File: src/rtl/ef_sram_arbiter.sv
// ============================================================================
// Module  : ef_sram_arbiter
// Purpose : Two-port round-robin arbiter and 3-stage sequencer for one
//           EF_SRAM macro (AD/DI/BEN/EN/R_WB out, DO in).
//           Define EF_SRAM_ARB_FIXED_PRIO_EN for strict port-0 priority.
// Revision: 1.0 - initial release
// ============================================================================
`default_nettype none

module ef_sram_arbiter #(
  parameter int unsigned AW = 10,
  parameter int unsigned DW = 32
) (
  input  logic          UserCLK,
  input  logic          RESET_N,
  input  logic          req0_valid,
  output logic          req0_ready,
  input  logic          req0_we,
  input  logic [AW-1:0] req0_addr,
  input  logic [DW-1:0] req0_wdata,
  input  logic [DW-1:0] req0_ben,
  input  logic          req1_valid,
  output logic          req1_ready,
  input  logic          req1_we,
  input  logic [AW-1:0] req1_addr,
  input  logic [DW-1:0] req1_wdata,
  input  logic [DW-1:0] req1_ben,
  output logic          rsp0_valid,
  output logic [DW-1:0] rsp0_rdata,
  output logic          rsp1_valid,
  output logic [DW-1:0] rsp1_rdata,
  output logic          sram_en,
  output logic          sram_r_wb,
  output logic [AW-1:0] sram_ad,
  output logic [DW-1:0] sram_di,
  output logic [DW-1:0] sram_ben,
  input  logic [DW-1:0] sram_do
);

  logic          w_grant0;
  logic          w_grant1;
  logic          w_accept;
  logic          w_we;
  logic [AW-1:0] w_addr;
  logic [DW-1:0] w_wdata;
  logic [DW-1:0] w_ben;
  logic [DW-1:0] w_rdata;

  logic          r_s1_port;
  logic          r_s1_we;
  logic          r_s2_valid;
  logic          r_s2_port;
  logic          r_s2_we;

`ifdef EF_SRAM_ARB_FIXED_PRIO_EN
  assign w_grant0 = RESET_N & req0_valid;
  assign w_grant1 = RESET_N & req1_valid & ~req0_valid;
`else
  logic r_last_grant;

  // On contention the port that did not win last time is served.
  always_comb begin
    w_grant0 = 1'b0;
    w_grant1 = 1'b0;
    if (RESET_N) begin
      if (req0_valid && req1_valid) begin
        w_grant0 = r_last_grant;
        w_grant1 = ~r_last_grant;
      end else begin
        w_grant0 = req0_valid;
        w_grant1 = req1_valid;
      end
    end
  end

  always_ff @(posedge UserCLK or negedge RESET_N) begin
    if (!RESET_N) begin
      r_last_grant <= 1'b1;
    end else if (w_accept) begin
      r_last_grant <= w_grant1;
    end
  end
`endif

  assign req0_ready = w_grant0;
  assign req1_ready = w_grant1;
  assign w_accept   = w_grant0 | w_grant1;

  assign w_we    = w_grant1 ? req1_we    : req0_we;
  assign w_addr  = w_grant1 ? req1_addr  : req0_addr;
  assign w_wdata = w_grant1 ? req1_wdata : req0_wdata;
  assign w_ben   = w_grant1 ? req1_ben   : req0_ben;

  // Issue stage: macro pins are parked at zero / read when idle.
  always_ff @(posedge UserCLK or negedge RESET_N) begin
    if (!RESET_N) begin
      sram_en   <= 1'b0;
      sram_r_wb <= 1'b1;
      sram_ad   <= '0;
      sram_di   <= '0;
      sram_ben  <= '0;
      r_s1_port <= 1'b0;
      r_s1_we   <= 1'b0;
    end else begin
      sram_en   <= w_accept;
      sram_r_wb <= ~(w_accept & w_we);
      sram_ad   <= w_accept ? w_addr : '0;
      sram_di   <= (w_accept && w_we) ? w_wdata : '0;
      sram_ben  <= (w_accept && w_we) ? w_ben : '0;
      r_s1_port <= w_accept & w_grant1;
      r_s1_we   <= w_accept & w_we;
    end
  end

  always_ff @(posedge UserCLK or negedge RESET_N) begin
    if (!RESET_N) begin
      r_s2_valid <= 1'b0;
      r_s2_port  <= 1'b0;
      r_s2_we    <= 1'b0;
    end else begin
      r_s2_valid <= sram_en;
      r_s2_port  <= r_s1_port;
      r_s2_we    <= r_s1_we;
    end
  end

  assign w_rdata = (r_s2_valid && !r_s2_we) ? sram_do : '0;

  always_ff @(posedge UserCLK or negedge RESET_N) begin
    if (!RESET_N) begin
      rsp0_valid <= 1'b0;
      rsp1_valid <= 1'b0;
      rsp0_rdata <= '0;
      rsp1_rdata <= '0;
    end else begin
      rsp0_valid <= r_s2_valid & ~r_s2_port;
      rsp1_valid <= r_s2_valid & r_s2_port;
      rsp0_rdata <= r_s2_port ? '0 : w_rdata;
      rsp1_rdata <= r_s2_port ? w_rdata : '0;
    end
  end

endmodule

`default_nettype wire
File: config.mk
export PLATFORM = sky130hd
export DESIGN_NAME = ef_sram_arbiter
export DESIGN_NICKNAME = d
export VERILOG_FILES = /design/src/rtl/ef_sram_arbiter.sv
export SDC_FILE = /design/constraint.sdc
export NUM_CORES = 1
export LEC_CHECK = 0
export CAP_MARGIN = 40
export CORE_MARGIN = 10
export CORE_UTILIZATION = 38
export CTS_CLUSTER_DIAMETER = 80
export DETAILED_ROUTE_END_ITERATION = 6
export GPL_ROUTABILITY_DRIVEN = 0
export PLACE_DENSITY = 0.87
export SYNTH_ARGS = -nofsm -noshare
export SYNTH_HDL_FRONTEND = slang
export SYNTH_SLANG_ARGS = --single-unit
export TNS_END_PERCENT = 5
File: constraint.sdc
create_clock -name UserCLK -period 4.73 [get_ports UserCLK]
set_clock_uncertainty 0.2 [all_clocks]
set_input_delay 0.946 -clock UserCLK [delete_from_list [all_inputs] [get_ports UserCLK]]
set_output_delay 0.946 -clock UserCLK [all_outputs]
set_load 0.05 [all_outputs]
* After elaboration in Yosys (flattened, before gate mapping)
Cells that the tools add are included.
Word-level totals: word-level logic and storage cells 41, output and inout bits 144, register bits 148, input bits 186
Operators by class: reduce and logical (&&, ||, !) cells 4, bitwise operators 8, muxes and demuxes 14
Operators with widths (count):
- $mux W32 | 7
- $mux W10 | 2
- $mux W1 | 5
- $and A1 B1 Y1 | 4
- $logic_and A1 B1 Y1 | 3
- $not A1 Y1 | 3
- $logic_not A1 Y1 | 1
- $or A1 B1 Y1 | 1

* Depth between registers and ports, before layout
Gate-level depths: netlist (run 1).
depth in word-level cells 6, depth in mapped cells 6, gate-level depth less buffers 3

* Worst setup path after synthesis (run 1)
No wires, ideal clock.
kind in2out, from input port RESET_N, to output port req1_ready, data required time 3.584 ns, arrival time 2.121 ns, stages 5, slack 1.463 ns, buffers on the path 3, cells stage by stage buf_2 > inv_2 > buf_4 > buf_2 > nor2_1
Between the ends: word-level cells in the longest chain between the ends 1
Ends and longest elaborated chain:
- start: declaration | RTL line 15 | input logic RESET_N,
- $mux W1 | RTL line 65 | if (RESET_N) begin
- end: declaration | RTL line 23 | output logic req1_ready,
Every way passes these cells.

* Worst setup path in the final report (run 1)
from input port req0_valid, to output port req0_ready
Between the ends: word-level cells in the longest chain between the ends 3
Ends and longest elaborated chain:
- start: declaration | RTL line 16 | input logic req0_valid,
- $logic_and A1 B1 Y1 | RTL line 66 | if (req0_valid && req1_valid) begin
- $mux W1 * | RTL line 66
- $mux W1 * | RTL line 65
- end: declaration | RTL line 17 | output logic req0_ready,
Every way passes the cells marked *; elsewhere a longest branch is shown, timed or not.

==> results summary, run 1 <==
The source of the worst register-to-register timing path is r_last_grant. The number of warnings printed during yosys synthesis came out at 0. The clock transition at the registers of the reported paths came out at ~0.060 ns. Leaving out fill and tap cells, the most frequent cells in the layout are sky130_fd_sc_hd__clkdlybuf4s50_1 (327), sky130_fd_sc_hd__dfrtp_1 (146), sky130_fd_sc_hd__nand3_1 (74), sky130_fd_sc_hd__and2_1 (65), sky130_fd_sc_hd__a211oi_2 (50). The net count of the finished layout came out at ~1000.

The type of the most critical hold path is reg2reg. After synthesis, the netlist uses 27 different library cells. In this run the most critical hold path is launched from r_s1_we. The number of hold violations in the final report came out at 0. The most critical setup path has its startpoint at req0_valid.

The total routing usage reported by global routing came out at 20.27%. The root buffer cell is sky130_fd_sc_hd__clkbuf_16. The first-pass iteration count of the detailed router is 4.

The total wire length came out at approximately 22000 um. The aggregate global routing overflow came out at 0. The most common library cell in the layout ignoring fill and taps is sky130_fd_sc_hd__clkdlybuf4s50_1.

The cell count after placement is slightly above 1000. The die outline area is between 20000 and 25000 um2. The initial antenna violation count is 0. The share of final-layout standard cells stronger than drive strength 1 came out at approximately 12%.

The switching power summed over all nets is 0.9999 mW. The final cycle utilization of the critical path came out at around four fifths. In this run the mean area of a mapped cell was roughly 12 um2. The mean routed wirelength per cell is between 20 and 25 um. The worst-case clock buffer depth is 2. The maximum clock rate is ~0.27 GHz.

The number of nets with antenna violations after detailed routing came out at 0. The capturing point of the worst reg2reg path is sram_ben[23]. The design draws 3.450 mW. The filler cells instantiated in the layout total about 1200. Setup violations remaining at the end of the flow were counted as 0. Dividing the detail-routed via count by the number of cells gives ~5. Counting every net in the synthesized netlist gives ~690. The number of buffers created by CTS is 17. The horizontal extent of the die came out at between 100 and 150 um. After floorplanning, the core was sized to cover approximately 16000 um2. The setup total negative slack is 0 ns. The cell depth of the worst flop-to-flop path is 4. The total internal power came out at 2.450 mW. The run finished with clean final reports. The worst setup margin is around 0.99 ns. The post-synthesis instance area came out at about 6000 um2. Summed over all cells, the static leakage comes to just over 4 nW.

The cts-stage hold buffer count came out at 0. The quantity of I/O buffers inserted on ports came out at 329. The worst endpoint data arrival time is about 2.6 ns.

The count of inserted antenna diode cells came out at 0. The post-detailed-route DRC marker count is 0. At the worst endpoint, the required time is 3.58 ns. The worst setup timing slack at the placement stage is about 1 ns. The number of placed I/O pins is between 300 and 400. Synthesis produced about 510 cells. The final critical path time including I/O delays and setup came out at ~3.7 ns. The die outline height is approximately 150 um. Detailed placement finished with a half-perimeter wire length of roughly 16000 um. The hold-critical path endpoint is r_s2_we. The power share of the sequential group is between 30 and 40%. For this configuration, the core starts out at a cell density of approximately 38%. The max-slew violation total from the final report is 0. The worst max-slew margin expressed relative to the limit is a little under half.

Across the VDD grid, the largest voltage drop is 0.2193 mV. The transition time at the pin with the least slew margin came out at ~0.8 ns. The sequential-to-total area share from yosys stat came out at slightly above 60%. Entering global routing, the biggest net connects between 100 and 150 pins. The total of flip-flops plus latches after synthesis came out at approximately 150.

The routed via count is approximately 5300. The worst setup path is launched from a primary input. The floorplan row count came out at 46. The via count of the first global-routing pass came to 5608. The number of instances resized during post-cts repair is 0. The clock network accounts for around two fifths of the total power. The post-CTS setup repair buffer count is 0. The fraction of power spent switching nets came out at between 20% and 30%. TritonCTS built the clock tree.

The area growth from synthesis to layout is 67.16%. Setup repair after global routing left no endpoint under its margin. By startpoint and endpoint, the worst setup path is classified as in2out. Clock tree synthesis found a total of approximately 150 sinks. In this run the worst path has a maximum fanout of 5.

STA classifies the critical path endpoint as an output port. The finished layout holds a little over 1000 standard cells, fillers aside. The count of H-tree levels built during CTS came out at 4. The wire length of the first global-routing pass came out at ~34000 um.

The reported max-cap violation count is 0. The instance count along the most critical hold path came out at 0. In this run, the combinational gates consume approximately 21% of the power.

The internal reg-to-reg setup slack is about 2.6 ns. The initial DRC count is 287. Dividing total power by cell area gives a power density of between 300 and 400 nW/um2. The clock insertion delay at the later pin of the skew report is approximately 0.42 ns.
state kept, by name (all words and copies together) (netlist names):
signal	cells
r_last_grant	1
sram_en	1
rsp1_valid	1
rsp1_rdata	32
sram_ad	10
r_s1_port	1
rsp0_valid	1
r_s2_port	1
sram_ben	32
r_s2_we	1
rsp0_rdata	32
r_s2_valid	1
r_s1_we	1
sram_r_wb	1
sram_di	32
cells in the mapped netlist:
| cell type | n | area (um2) |
|---|---|---|
| sky130_fd_sc_hd__buf_4 | 13 | 97.59 |
| sky130_fd_sc_hd__dfrtp_1 | 146 | 3654 |
| sky130_fd_sc_hd__buf_1 | 2 | 7.510 |
| sky130_fd_sc_hd__o21ai_1 | 34 | 170.2 |
| sky130_fd_sc_hd__and3b_1 | 1 | 8.760 |
| sky130_fd_sc_hd__a211oi_2 | 50 | 625.6 |
| sky130_fd_sc_hd__dfstp_2 | 2 | 52.55 |
| sky130_fd_sc_hd__inv_2 | 1 | 3.750 |
| sky130_fd_sc_hd__a21oi_1 | 10 | 50.05 |
| sky130_fd_sc_hd__buf_6 | 4 | 45.04 |
| sky130_fd_sc_hd__a21bo_2 | 1 | 10.01 |
| sky130_fd_sc_hd__and2_1 | 65 | 406.6 |
| sky130_fd_sc_hd__buf_2 | 15 | 75.07 |
| sky130_fd_sc_hd__clkbuf_1 | 18 | 67.56 |
| sky130_fd_sc_hd__nor2_1 | 3 | 11.26 |
| sky130_fd_sc_hd__clkbuf_2 | 2 | 10.01 |
| sky130_fd_sc_hd__nor3b_1 | 1 | 7.510 |
| sky130_fd_sc_hd__a21boi_2 | 1 | 11.26 |
| sky130_fd_sc_hd__nand3_1 | 74 | 370.4 |
| sky130_fd_sc_hd__a21o_1 | 1 | 7.510 |
| sky130_fd_sc_hd__a211oi_1 | 14 | 105.1 |
| sky130_fd_sc_hd__nand2b_1 | 2 | 12.51 |
| sky130_fd_sc_hd__nor2b_1 | 1 | 6.260 |
| sky130_fd_sc_hd__a32oi_1 | 1 | 8.760 |
| sky130_fd_sc_hd__o21ai_0 | 41 | 205.2 |
| sky130_fd_sc_hd__and3_1 | 1 | 6.260 |
| sky130_fd_sc_hd__inv_1 | 1 | 3.750 |
layout make-up:
cell class | count | area [um2] | share of cell area, %
clock buffer | 18 | 429.2 | 4.251
multi-input combinational | 301 | 2054 | 20.35
sequential | 148 | 3706 | 36.71
tap | 216 | 270.3 | 2.677
clock inverter | 13 | 176.4 | 1.747
timing repair buffer | 341 | 3450 | 34.17
inverter | 2 | 10.01 | 0.09915
metal layers:
layer	routed length, um	up-vias	global-route usage (%)
met5	0	-	0
met4	385	0	6.406
met3	2044	24	8.436
met2	10980	268	34.57
met1	8629	2607	22.57
li1	-	2399	-
power by group through the flow:
stage,clock (mW),sequential [mW],combinational (mW)
after global routing,1.48,1.35,0.752
after global placement,0,1.36,0.700
after detailed placement,0,1.36,0.713
final,1.40,1.34,0.713
after CTS,1.42,1.34,0.718
after floorplan,0,1.55,0.186
how the worst max path moves through the flow:
stage                     depth (start not counted)         end  slack, ns
after floorplan                                   5  req1_ready       1.46
after global placement                            3  req0_ready       1.02
after detailed placement                          3  req0_ready       0.99
after CTS                                         3  req0_ready       0.99
after global routing                              3  req0_ready       0.97
final                                             3  req0_ready       0.99
logic make-up (layout without fill, tap and decap cells):
group | Yosys count | after routing | share of synthesized area [%]
AOI/OAI and AO/OA | 153 | 153 | 19.76
DFF | 148 | 148 | 61.36
and+or+nand+nor | 148 | 148 | 13.74
buffers and inverters | 56 | 374 | 5.137
worst max-delay path, cell delays in order:
cell,delay (ns)
sky130_fd_sc_hd__clkdlybuf4s50_1,0.63
sky130_fd_sc_hd__and3_1,0.21
sky130_fd_sc_hd__clkdlybuf4s50_1,0.81
per-stage QoR:
stage / area, um2 / utilization [%] / hold slack (ns)
6_report: 10100 / 64.25 / 0.1479
2_1_floorplan: 6040 / - / 0.1312
4_1_cts: 10100 / 64.25 / 0.1507
3_5_place_dp: 9490 / 60.40 / 0.1373
3_3_place_gp: 9448 / 60.13 / 0.1341
5_1_grt: 10100 / 64.25 / 0.1610
(Power assumes the default switching activity.)
==> run 2: changes to the inputs <==
CORE_UTILIZATION = 35   (was 38)
PLACE_DENSITY = 0.84   (was 0.87)
clock period = 3.2 ns   (was 4.73 ns; I/O delays follow)
==> run 2 against run 1 <==
- core utilization shrank 4.1 points
- first-iteration DRC count decreased by 7.3%
- sequential power increased by 48%
- setup slack worse by 0.66 ns
- final area hardly changed
- die area rose by 7.4%
- wire length down 2.0%
- total power increased by 43%
- sequential share of layout area barely moved
- clock power grew 35%
- non-clock buffer count is the same
- critical path type unchanged
- largest cell class unchanged
- largest power group is now registers
==> results summary, run 2 (same netlist as run 1, synthesis figures left out) <==
Timing would allow up to roughly 0.35 GHz. The reported max-cap violation count came out at 0 (unchanged). The post-CTS setup repair buffer count is 0 (unchanged). The number of nets with antenna violations after detailed routing came out at 0 (unchanged). The cell depth of the worst flop-to-flop path is 4 (unchanged).

The count of H-tree levels built during CTS came to 4 (unchanged). In this run the critical register-to-register path is launched from r_last_grant. In the layout the commonest cells are sky130_fd_sc_hd__clkdlybuf4s50_1 (326), sky130_fd_sc_hd__dfrtp_1 (146), sky130_fd_sc_hd__nand3_1 (74), sky130_fd_sc_hd__and2_1 (65), sky130_fd_sc_hd__a211oi_2 (50). The library cell used most frequently in the layout, excluding fill and tap cells, is sky130_fd_sc_hd__clkdlybuf4s50_1.

The net count of the finished layout came to 997 (unchanged). The worst hold path belongs to the class reg2reg. The internal reg-to-reg setup slack is 1.27 ns (-1.28 ns). The startpoint identified for the worst hold timing path is r_s1_we. The number of hold violations in the final report came out at 0 (unchanged). The clock sink count is 148 (unchanged). The number of buffers created by CTS is 17 (unchanged).

The final cycle utilization of the critical path came out at between 80% and 90%. The worst hold slack is 0.1469 ns (-0.0009970 ns). The run finished with clean final reports. The initial DRC count is 266 (-7.3%). The path with the worst hold slack has its endpoint at r_s2_we.

TritonCTS built the clock tree. The post-detailed-route DRC marker count is 0 (unchanged). The die outline area is 22910 um2 (+7.4%). The clock insertion delay at the later pin of the skew report is 0.40 ns (-0.02 ns). The die outline height is 151.4 um (+3.6%). The worst setup path is captured at an output port. The via count of the first global-routing pass is 5410 (-3.5%). The layout overhead on the synthesized area is 67.06% (about the same). The mean routed wirelength per cell came out at 20.68 um (-2.5%). The routed via count is 5174 (-2.3%). The fill cell total of the finished layout came out at 1372 (+16%). The first-pass iteration count of the detailed router came out at 4 (unchanged). The pin count of the biggest net entering global routing was 141 (unchanged).

The quantity of I/O buffers inserted on ports is 329 (unchanged). The horizontal extent of the die came out at 151.4 um (+3.6%). The area of the core is 16760 um2 (+6.7%). The clock transition at the registers of the reported paths is 0.06 ns (about the same).

The leakage power figure came out at 4.093 nW (-0.28%). The instance count along the most critical hold path is 0 (unchanged). The kind of critical path is in2out. The capturing point of the worst reg2reg path is sram_ben[9].

The starting utilization of the core area was 36.04% (-2.4 points). The transition time at the pin with the least slew margin is 0.7698 ns (-0.03589 ns). Setup repair after global routing left no endpoint under its margin. The required time of the critical path came out at 2.36 ns (-1.22 ns). The total wire length came to 21590 um (-2.0%). The final critical path time including I/O delays and setup is 2.869 ns.

The worst-case clock buffer depth is 2 (unchanged). The worst endpoint data arrival time is 2.03 ns (-0.56 ns). The number of placed I/O pins came to 330 (unchanged). The floorplan row count is 47 (+2.2%). The critical path launch point type is a primary input.

The detail-routed via count per cell is 4.956 (-2.8%). The count of non-filler cells in the finished layout is 1044 (+0.48%). The overall power is 4.928 mW (+43%). The max-slew violation total from the final report is 0 (unchanged). The aggregate global routing overflow came out at 0 (unchanged).

The half-perimeter wire length of the detailed placement result came out at 15770 um (+0.76%). The setup total negative slack is 0 ns (unchanged). The share of the core filled with cells in the final layout is 60.20% (-4.1 points). The count of inserted antenna diode cells was 0 (unchanged). The highest ir drop seen on vdd is 0.3150 mV (+44%). The final count of negative-setup-slack endpoints was 0 (unchanged). The areal power density over the cells came out at 488.4 nW/um2 (+43%). The total routing usage reported by global routing was 17.96% (-2.3 points). The wire length of the first global-routing pass came to 31570 um (-6.4%).

The worst max-slew margin expressed relative to the limit is 48.68% (+2.4 points). The initial antenna violation count came out at 0 (unchanged). The maximum fanout along the worst path was 41 (+36).

The cell count after placement is 1011 (+0.30%). The share of final-layout standard cells stronger than drive strength 1 is 12.50% (+0.23 points). In this run the clock root is driven by a sky130_fd_sc_hd__clkbuf_16.
[run 2: per-stage QoR]
step | instance area [um2] | worst slack (ns)
after floorplan | 6040 | 0.5450
after global routing | 10090 | 0.2327
after global placement | 9500 | 0.5372
after CTS | 10090 | 0.3422
final | 10090 | 0.3311
after detailed placement | 9515 | 0.5160
[run 2: worst max-delay path, stage by stage]
cell,delay (ns)
sky130_fd_sc_hd__dlygate4sd3_1,0.55
sky130_fd_sc_hd__clkbuf_8,0.33
sky130_fd_sc_hd__inv_4,0.07
sky130_fd_sc_hd__nor2_1,0.23
sky130_fd_sc_hd__buf_12,0.17
[run 2: final cells by class]
cell class / count / area, um2 / share of cell area, %
sequential: 148 / 3706 / 36.73
timing repair buffer: 341 / 3480 / 34.49
multi-input combinational: 301 / 2054 / 20.36
clock buffer: 17 / 425.4 / 4.216
tap: 220 / 275.3 / 2.728
clock inverter: 15 / 138.9 / 1.376
inverter: 2 / 10.01 / 0.09921
[run 2: power breakdown]
part / internal [mW] / switching, mW / total (mW)
clock: 1.03 / 0.866 / 1.89
combinational: 0.433 / 0.623 / 1.06
sequential: 1.95 / 0.0268 / 1.98
total: 3.41 / 1.52 / 4.93
[run 2: per-layer routing]
layer | track usage (%) | part of all wire (%) | vias up
met5 | 0 | 0 | -
met4 | 5.823 | 1.8 | 0
met3 | 8.413 | 12 | 28
met2 | 30.09 | 49 | 244
met1 | 19.74 | 38 | 2509
li1 | - | - | 2393
[run 2: worst max-delay path by stage]
stage	endpoint	slack (ns)	start	cells past startpoint
6_report	req1_ready	0.33	RESET_N	5
3_5_place_dp	req1_ready	0.52	req0_valid	4
5_1_grt	req1_ready	0.23	RESET_N	5
2_1_floorplan	req1_ready	0.55	RESET_N	5
3_3_place_gp	req1_ready	0.54	req0_valid	4
4_1_cts	req1_ready	0.34	RESET_N	5
[run 2: what timing repair did]
action / 4_1_cts / 5_1_grt
gates resized for setup: 0 / 0
hold buffers: 1 / 0
endpoints found under the hold margin: 26 / 0
==> run 3: changes to the inputs <==
CORE_UTILIZATION = 38   (was 35)
PLACE_DENSITY = 0.87   (was 0.84)
clock period = 3.7 ns   (was 3.2 ns; I/O delays follow)
==> run 3 against run 2 <==
- global-route usage is 1.8 points higher
- via count rose by 0.81%
- setup slack better by 0.40 ns
- die area down 6.9%
- wire length decreased by 0.49%
- core utilization increased by 4.5 points
- combinational power is 13% lower
==> results summary, run 3 (same netlist as run 1, synthesis figures left out) <==
The most common library cell in the layout ignoring fill and taps is sky130_fd_sc_hd__clkdlybuf4s50_1. Counting I/O delays and the setup requirement, the final critical path takes between 2 and 3 ns. The quantity of I/O buffers inserted on ports came out at 329 (unchanged).

The cell count after placement came out at 1010 (-0.099%). The number of nets with antenna violations after detailed routing came out at 0 (unchanged). The max-slew violation total from the final report is 0 (unchanged). STA classifies the critical path startpoint as a primary input. The min-delay analysis places its worst path in the category reg2reg.

The endpoint kind of the worst setup timing path is an output port. The run finished with clean final reports. The transition time at the pin with the least slew margin is 0.8404 ns (+0.07061 ns).

The clock sink count is 148 (unchanged). The required time of the critical path is 2.76 ns (+0.40 ns). The horizontal extent of the die is 146.1 um (-3.5%). The net count of the finished layout is 1000 (+0.30%).

The first-pass iteration count of the detailed router was 4 (unchanged). The critical path is of the in2out type. The final count of negative-setup-slack endpoints was 0 (unchanged).

The reported max-cap violation count came out at 0 (unchanged). The number of placed I/O pins is 330 (unchanged). The floorplan row count came out at 46 (-2.1%). The aggregate global routing overflow is 0 (unchanged). TritonCTS built the clock tree. The post-detailed-route DRC marker count is 0 (unchanged). The leakage power figure is 4.143 nW (+1.2%).

The via count of the first global-routing pass is 5566 (+2.9%). The total routing usage reported by global routing came to 19.79% (+1.8 points). In the layout the commonest cells are sky130_fd_sc_hd__clkdlybuf4s50_1 (326), sky130_fd_sc_hd__dfrtp_1 (146), sky130_fd_sc_hd__nand3_1 (74), sky130_fd_sc_hd__and2_1 (65), sky130_fd_sc_hd__a211oi_2 (50).

The area of the core is 15710 um2 (-6.2%). The number of instances resized during post-cts repair is 0 (unchanged). The die outline area came out at 21340 um2 (-6.9%). The worst setup margin was 0.7341 ns (+0.4030 ns). The final cycle utilization of the critical path is about four fifths. The maximum fanout along the worst path is 26 (-37%). The pin count of the biggest net entering global routing came out at 158 (+12%).

The clock transition at the registers of the reported paths came out at 0.06 ns (about the same). The half-perimeter wire length of the detailed placement result is 15590 um (-1.1%). The total wire length came out at 21480 um (-0.49%).

The count of inserted antenna diode cells came out at 0 (unchanged). The starting utilization of the core area is 38.44% (+2.4 points). The number of hold violations in the final report came out at 0 (unchanged). The worst max-slew margin expressed relative to the limit was 43.97% (-4.7 points). The mean routed wirelength per cell came out at 20.60 um (-0.40%). The share of final-layout standard cells stronger than drive strength 1 is 12.82% (+0.32 points). The initial antenna violation count is 0 (unchanged). The count of non-filler cells in the finished layout is 1043 (-0.096%). The detail-routed via count per cell came out at 5.001 (+0.91%). The root buffer cell is sky130_fd_sc_hd__clkbuf_16. The post-CTS setup repair buffer count came to 0 (unchanged). The highest ir drop seen on vdd is 0.2833 mV (-10%). The clock insertion delay at the later pin of the skew report is 0.41 ns (about the same). The maximum clock rate is around 0.34 GHz. The count of H-tree levels built during CTS came out at 4 (unchanged). The initial DRC count came out at 264 (-0.75%).

The setup total negative slack came to 0 ns (unchanged). The share of the core filled with cells in the final layout was 64.73% (+4.5 points). The worst endpoint data arrival time was 2.03 ns (about the same).

The worst setup timing slack at the placement stage is 0.6329 ns (+0.1168 ns). The routed via count came out at 5216 (+0.81%). Setup repair after global routing left no endpoint under its margin. The number of buffers created by CTS is 17 (unchanged). The die outline height is 146.1 um (-3.5%). The wire length of the first global-routing pass is 33030 um (+4.6%). From synthesis to final layout, the design area changed by 68.41%. The areal power density over the cells came out at 437.2 nW/um2 (-10%). The worst-case clock buffer depth came to 2 (unchanged).
[run 3: changes by cell type in the layout (fill, tap and decap cells not counted), sizes merged]
cell | before | now
buf | 13 | 16
clkbuf | 18 | 19
clkinvlp | 3 | 1
bufinv | 0 | 2
inv | 9 | 10
clkinv | 5 | 3
[run 3: per-layer routing]
layer,vias to the layer above,wire [um],track usage [%],part of all wire [%]
met5,-,0,0,0
met4,0,384,6.206,1.8
met3,24,2070,8.035,9.6
met2,265,11000,34.19,51
met1,2528,8030,21.83,37
li1,2399,-,-,-
[run 3: through the flow]
stage / instance area, um2 / hold slack [ns] / power [mW]
6_report: 10170 / 0.1485 / 4.447
2_1_floorplan: 6040 / 0.1312 / 2.219
3_3_place_gp: 9518 / 0.1312 / 2.648
3_5_place_dp: 9533 / 0.1347 / 2.666
4_1_cts: 10170 / 0.1490 / 4.492
5_1_grt: 10170 / 0.1681 / 4.626
[run 3: report_power, final]
part,switching [mW],internal (mW)
Combinational,0.538,0.380
Clock,0.763,1.05
Sequential,0.0239,1.69
Total,1.33,3.12
[run 3: worst paths after layout]
path,from,endpoint,slack [ns],cells past startpoint
worst max-delay path,RESET_N,req1_ready,0.73,5
max in group asynchronous,RESET_N,rsp1_rdata[16],1.27,4
worst max register to register,r_last_grant,sram_di[4],1.44,4
worst min register to register,r_s1_port,r_s2_port,0.15,0
worst min-delay path,r_s1_port,r_s2_port,0.15,0
min in group asynchronous,RESET_N,rsp1_rdata[31],0.57,2
[run 3: cell type report]
type	instances	area [um2]
clock buffers	18	439.2
clock inverters	14	188.9
fillers	1210	5542
inverters	2	10.01
multi-input cells	301	2054
flip-flops and latches	148	3706
well taps	216	270.3
repair buffers	344	3502
[run 3: critical path, stage by stage]
cell and delay (ns):
sky130_fd_sc_hd__dlygate4sd3_1 0.55, sky130_fd_sc_hd__clkbuf_8 0.26, sky130_fd_sc_hd__inv_4 0.06, sky130_fd_sc_hd__nor2_1 0.23, sky130_fd_sc_hd__buf_12 0.17
[run 3: what timing repair did]
action	in CTS	in global routing
setup endpoints to repair	0	0
endpoints found under the hold margin	13	0
hold buffers	1	0
